### src/rtl/unshift_pkg.sv
// Shared types and helpers for the sequential unshifter: FSM state encoding and the
// width of the shift-amount / counter field.
package unshift_pkg;

  typedef enum logic [1:0] {
    StIdle,
    StShift,
    StDone
  } state_e;

  // Width of a shift amount for a word of n bits; never narrower than one bit.
  function automatic int unsigned sel_w(input int unsigned n);
    return (n > 1) ? $clog2(n) : 1;
  endfunction

endpackage

### src/rtl/shift_step.sv
// One-bit combinational shift step, left or right, with zero fill or wrap-around.
module shift_step #(
  parameter int unsigned DATA_SIZE = 4,
  parameter int unsigned ROTATION  = 0,
  parameter int unsigned LEFT      = 1
) (
  input  logic [DATA_SIZE-1:0] data_in,
  output logic [DATA_SIZE-1:0] data_out
);

  if (LEFT != 0) begin : g_left
    assign data_out = {data_in[DATA_SIZE-2:0], (ROTATION != 0) ? data_in[DATA_SIZE-1] : 1'b0};
  end else begin : g_right
    assign data_out = {(ROTATION != 0) ? data_in[0] : 1'b0, data_in[DATA_SIZE-1:1]};
  end

endmodule

### src/rtl/seq_unshifter.sv
// Restores a word produced by a barrel shifter by stepping it back one bit per cycle,
// with a valid/ready handshake on both sides.
module seq_unshifter import unshift_pkg::*; #(
  parameter int unsigned DATA_SIZE = 4,
  parameter int unsigned ROTATION  = 0,
  parameter int unsigned DIRECTION = 1
) (
  input  logic                                   clk,
  input  logic                                   rst,
  input  logic                                   in_valid,
  output logic                                   in_ready,
  input  logic [DATA_SIZE-1:0]                   data_in,
  input  logic [unshift_pkg::sel_w(DATA_SIZE)-1:0] select,
  output logic                                   out_valid,
  input  logic                                   out_ready,
  output logic [DATA_SIZE-1:0]                   data_out,
  output logic                                   busy
);

  localparam int unsigned SelW = sel_w(DATA_SIZE);

  state_e                state_q, state_d;
  logic [DATA_SIZE-1:0]  work_q, work_d;
  logic [SelW-1:0]       cnt_q, cnt_d;
  logic [DATA_SIZE-1:0]  stepped;

  // Undoing a right shift means stepping left, and vice versa.
  shift_step #(
    .DATA_SIZE (DATA_SIZE),
    .ROTATION  (ROTATION),
    .LEFT      ((DIRECTION != 0) ? 32'd1 : 32'd0)
  ) u_step (
    .data_in  (work_q),
    .data_out (stepped)
  );

  always_comb begin
    state_d = state_q;
    work_d  = work_q;
    cnt_d   = cnt_q;
    unique case (state_q)
      StIdle: begin
        if (in_valid) begin
          work_d  = data_in;
          cnt_d   = select;
          state_d = (select == '0) ? StDone : StShift;
        end
      end
      StShift: begin
        work_d = stepped;
        cnt_d  = cnt_q - SelW'(1);
        if (cnt_q <= SelW'(1)) begin
          state_d = StDone;
        end
      end
      StDone: begin
        if (out_ready) begin
          state_d = StIdle;
        end
      end
      default: state_d = StIdle;
    endcase
  end

  always_ff @(posedge clk) begin
    if (rst) begin
      state_q <= StIdle;
      work_q  <= '0;
      cnt_q   <= '0;
    end else begin
      state_q <= state_d;
      work_q  <= work_d;
      cnt_q   <= cnt_d;
    end
  end

  assign in_ready  = (state_q == StIdle);
  assign out_valid = (state_q == StDone);
  assign busy      = (state_q != StIdle);
  assign data_out  = work_q;

endmodule

### config.mk
export PLATFORM = sky130hd
export DESIGN_NAME = seq_unshifter
export DESIGN_NICKNAME = d
export VERILOG_FILES = /design/src/rtl/unshift_pkg.sv /design/src/rtl/shift_step.sv /design/src/rtl/seq_unshifter.sv
export SDC_FILE = /design/constraint.sdc
export NUM_CORES = 1
export LEC_CHECK = 0
export CAP_MARGIN = 20
export CORE_MARGIN = 5
export CORE_UTILIZATION = 32
export CTS_CLUSTER_SIZE = 8
export DETAILED_ROUTE_END_ITERATION = 16
export GPL_TIMING_DRIVEN = 0
export PLACE_DENSITY = 0.68
export SLEW_MARGIN = 20
export SYNTH_ARGS = -nofsm -noshare
export SYNTH_HDL_FRONTEND = slang
export SYNTH_SLANG_ARGS = --single-unit
### constraint.sdc
create_clock -name clk -period 3.5 [get_ports clk]
set_clock_uncertainty 0.1 [all_clocks]
set_input_delay 0.525 -clock clk [delete_from_list [all_inputs] [get_ports clk]]
set_output_delay 0.525 -clock clk [all_outputs]
set_load 0.05 [all_outputs]
## Yosys cells after proc, flatten, opt, wreduce, memory -nomap -nowiden

Index checks and enable logic that the tools add are counted.

- Output and inout port bits: 7
- Register bits after elaboration: 8
- Word-level logic and storage cells: 25

- Muxes and demuxes: 9
- Magnitude comparators: 1
- $add $sub $neg: 1
- Reduce and logical (&&, ||, !) cells: 6
- Eq/ne operators: 5

Operators with widths:

| operator | number |
|---|---|
| $mux W2 | 5 |
| $pmux W4 S2 | 1 |
| $pmux W2 S3 | 1 |
| $logic_not A2 Y1 | 2 |
| $mux W4 | 1 |
| $ne A2 B2 Y1 const B | 2 |
| $pmux W2 S2 | 1 |
| $reduce_bool A2 Y1 | 2 |
| $reduce_and A3 Y1 | 1 |
| $eq A2 B1 Y1 const B | 1 |
| $eq A2 B2 Y1 const B | 1 |
| $le A2 B1 Y1 const B | 1 |
| $ne A2 B1 Y1 const B | 1 |
| $reduce_and A2 Y1 | 1 |
| $sub A2 B1 Y2 const B | 1 |

## Logic depth before layout (Yosys ltp)

- Depth in word-level cells: 4
- Mapped depth: 5

## Hierarchy

From an unflattened synthesis, not the netlist that was laid out.

- Cells, all modules: 57
- Area, all modules: 489.2 um2

By module, submodules not included:

| module | sequential area each (um2) | cells an instance | area each (um2) | times used |
|---|---|---|---|---|
| seq_unshifter | 160.2 | 52 | 455.4 | 1 |
| shift_step | 0.0 | 5 | 33.8 | 1 |

## Least setup slack after synthesis

No wires, ideal clock.

- Kind: flip-flop to output port
- Start point: reg state_q[1]
- End point: out out_valid
- Stages on the path, launching flop included: 2
- Data required time: 2.875 ns
- Data arrival time: 1.180 ns
- Setup slack: 1.695 ns
- Cells stage by stage: dfxtp_1 -> nor2b_1

- Word-level cells in the longest chain between the ends: 1

Ends and longest elaborated chain:

| what | line | RTL |
|---|---|---|
| start: declaration | seq_unshifter.sv:22 | `state_e state_q, state_d;` |
| start signal: assignment | seq_unshifter.sv:67 | `state_q <= StIdle;` |
| start signal: assignment | seq_unshifter.sv:71 | `state_q <= state_d;` |
| $eq A2 B2 Y1 | seq_unshifter.sv:78 | `assign out_valid = (state_q == StDone);` |
| end: declaration | seq_unshifter.sv:14 | `output logic out_valid,` |

No other way between the ends.

## Worst setup path after layout

- Start point: reg state_q[0]
- End point: out busy

- Word-level cells in the longest chain between the ends: 1

Ends and longest elaborated chain:

| what | line | RTL |
|---|---|---|
| $reduce_bool A2 Y1 | seq_unshifter.sv:79 | `assign busy = (state_q != StIdle);` |
| end: declaration | seq_unshifter.sv:17 | `output logic busy` |

No other way between the ends.

==> metrics.md <==
| Metric | Value |
|---|---|
| Outcome | completed |
| Vias in the first global route | 353 |
| GRT Total Usage | 0.100 |
| Synth top area cells | dfxtp_1 37%, mux2i_1 9.2%, a211oi_1 6.9% |
| Post-Synth Adder-Cell Area | 0.0288 |
| Area growth syn-to-layout | 44.1% |
| Async set-reset flop share out of synthesis | 0 |
| Met3 usage | 0.0345 |
| Min cycle time layout | 2.34 ns |
| RSZ-0062 raised after global routing | no |
| Setup TNS | 0 ns |
| CTS tree | built |
| Mux contribution to synthesized area | 0.0922 |
| Std cell rows | 13 |
| GP Congestion | around 0.71 |
| Fill cells | 128 |
| Clock sinks | 8 |
| Placed inst area | just over 600 um2 |
| Commonest non-fill, non-tap cell in the layout | clkdlybuf4s50_1 |
| Hold Buf Count CTS | 0 |
| IO Pins | 17 |
| Leak pwr | 0.241 nW |
| Met1 usage | 0.112 |
| Least-Margin Pin Slew | 0.496 ns |
| Post-route clock period utilization | 0.669 |
| Area share of the leading cell type in the synthesized netlist | 0.369 |
| CP endpoint kind | output pin |
| Setup Buffers After CTS | 0 |
| Vias | 393 |
| Most frequent cells in the layout | 15 x clkdlybuf4s50_1, 8 x dfxtp_1, 6 x nor2_1 |
| Critical path required time | roughly 2.9 ns |
| Die height | 46.8 um |
| Max clock buf depth | 2 |
| Total grt overflow | 0 |
| Post-route DRC | 0 |
| Post-Route WL | 924 um |
| Clk_lat worst skew | 0.25 ns |
| Diode count | 0 |
| Core Area | 1280 um2 |
| Synth Area in XOR/XNOR | 0 |
| Area share of and/or/nand/nor cells after synthesis | 0.164 |
| H-tree levels | 1 |
| Crit-path max FO | 10 |
| Layout net count | 78 |
| DP Wirelength | ~730 um |
| Slew HR | 0.668 |
| Critical-path top delay cell | clkdlybuf4s50_1 |
| Initial antenna violation count | 0 |
| I/O Buffers | 15 |
| Cts repair resizes | 0 |
| Syn Area/Cell | around 9.2 um2 |
| Final ANT Viol Nets | 0 |
| Final Max Tran Viols | 0 |
| Grt met2 use | 0.144 |
| Crit path largest cell delay | 0.79 ns |
| Main combinational cell family by area after synthesis | compound AO/OA/AOI/OAI gates |
| Final instance area | 626 um2 |
| HP Class | reg2reg |
| Critical path buffer and inverter count | 3 |
| Startpoint type of the worst setup path | flop |
| Post-synthesis compound-gate area fraction | 0.251 |
| WP data arrival | 1.72 ns |
| Die ar. | 2190 um2 |
| Mapped Area | 434 um2 |
| FF+latch count, synth | 8 |
| Multi-input gate area | 233 um2 |
| Yosys synthesis warning count | 0 |
| Max-cap violations | 0 |
| Drt via density | 4.91 |
| Clock Pin Slew Worst Setup and Hold Paths | 0.05 ns |
| Drt first pass iters | 4 |
| Cell count after synthesis | 47 |
| Sequential share of the synthesized area | 0.369 |
| Synth area leader | dfxtp_1 |
| Die width | 46.8 um |
| Largest net degree at the start of global routing | 11 |
| Final hold violations | 0 |
| Initial Util | 0.338 |
| First-pass GRT wire length | 1.48 mm |
| Ys flop type | dfxtp_1 |
| Post-synth EDFFs | 0 |
| Syn Nets | 58 |
| Critical setup path kind | reg2out |
| CTS root buf | clkbuf_4 |
| P per Cell Area | approximately 480 nW/um2 |
| Share of layout cells above drive strength 1 | 0.123 |
| Finish-stage setup viols | 0 |
| Initial drt markers | 9 |
| CP top delay family | buffers and inverters |
| CTS Buf Count | 3 |
| Routed len/inst | 11.6 um |
| Worst-path cell chain | buf_6 > nor2_4 > inv_1 > clkdlybuf4s50_1 |
| Peak supply drop | 0.199 mV |
| Flip-flop and latch area | 160 um2 |
| Cell variety after synth | 21 |
| GR peak layer | met2 |
| Fmax | between 0.4 and 0.5 GHz |
## final cells by class
| class | count | share of cell area |
|---|---|---|
| plain buffers | 3 | 0.0420 |
| clock buffers | 3 | 0.0360 |
| inverters | 4 | 0.0240 |
| flip-flops and latches | 8 | 0.256 |
| multi-input cells | 32 | 0.372 |
| well taps | 15 | 0.0300 |
| repair buffers | 15 | 0.240 |
## stage by stage
step | power [mW] | std cells | hold WS [ns] | setup slack, ns | utilization
after floorplan | 0.197 | 47 | 0.354 | 1.70 | -
after global placement | 0.235 | 77 | 0.379 | 1.42 | 0.469
after detailed placement | 0.236 | 77 | 0.386 | 1.42 | 0.469
after CTS | 0.308 | 80 | 0.394 | 1.13 | 0.487
after global routing | 0.323 | 80 | 0.419 | 1.03 | 0.487
final | 0.302 | 80 | 0.387 | 1.16 | 0.487
## cells in the mapped netlist, types with 2 or more instances
master and number:
a32oi_1 2, buf_6 2, nor2_1 6, dfxtp_1 8
nand2_1 2, mux2i_1 4, a21oi_1 3, inv_1 4
a211oi_1 4
## final timing paths
path / startpoint / slack [ns] / depth (start not counted) / to
min: cnt_q[0] / 0.39 / 2 / cnt_q[0]
max: state_q[0] / 1.16 / 4 / busy
min reg2reg: cnt_q[0] / 0.39 / 2 / cnt_q[0]
max reg2reg: cnt_q[1] / 2.19 / 4 / state_q[0]
## cell families (layout without fill, tap and decap cells)
family,after synthesis,after routing
AND/OR/NAND/NOR,14,14
AO/OA/AOI/OAI,13,13
flip-flops,8,8
buffers and inverters,7,25
multiplexers,4,4
adder cells (fa/ha/maj),1,1
## state kept, by name, summed over array words and instances, names as in the netlist
| register | count |
|---|---|
| data_out | 4 |
| cnt_q | 2 |
| state_q | 2 |
## layer usage
metal  up-vias  routed length, um
met2        13                366
met3         4                 86
met4         0                 31
met1       171                439
met5         -                  0
li1        205                  -
## where the power goes
part	internal [mW]	leakage, nW	total (mW)	switching [mW]
registers	0.102	0.0662	0.112	0.00955
logic	0.0517	0.161	0.121	0.0689
clock network	0.0392	0.0138	0.0701	0.0309
total	0.193	0.241	0.302	0.109
## worst reg2reg max path, stage by stage (launching register included)
cell,delay [ns]
dfxtp_1,0.35
inv_1,0.06
ha_1,0.16
nand2b_1,0.17
a2111oi_2,0.37
(Power assumes the default switching activity.)
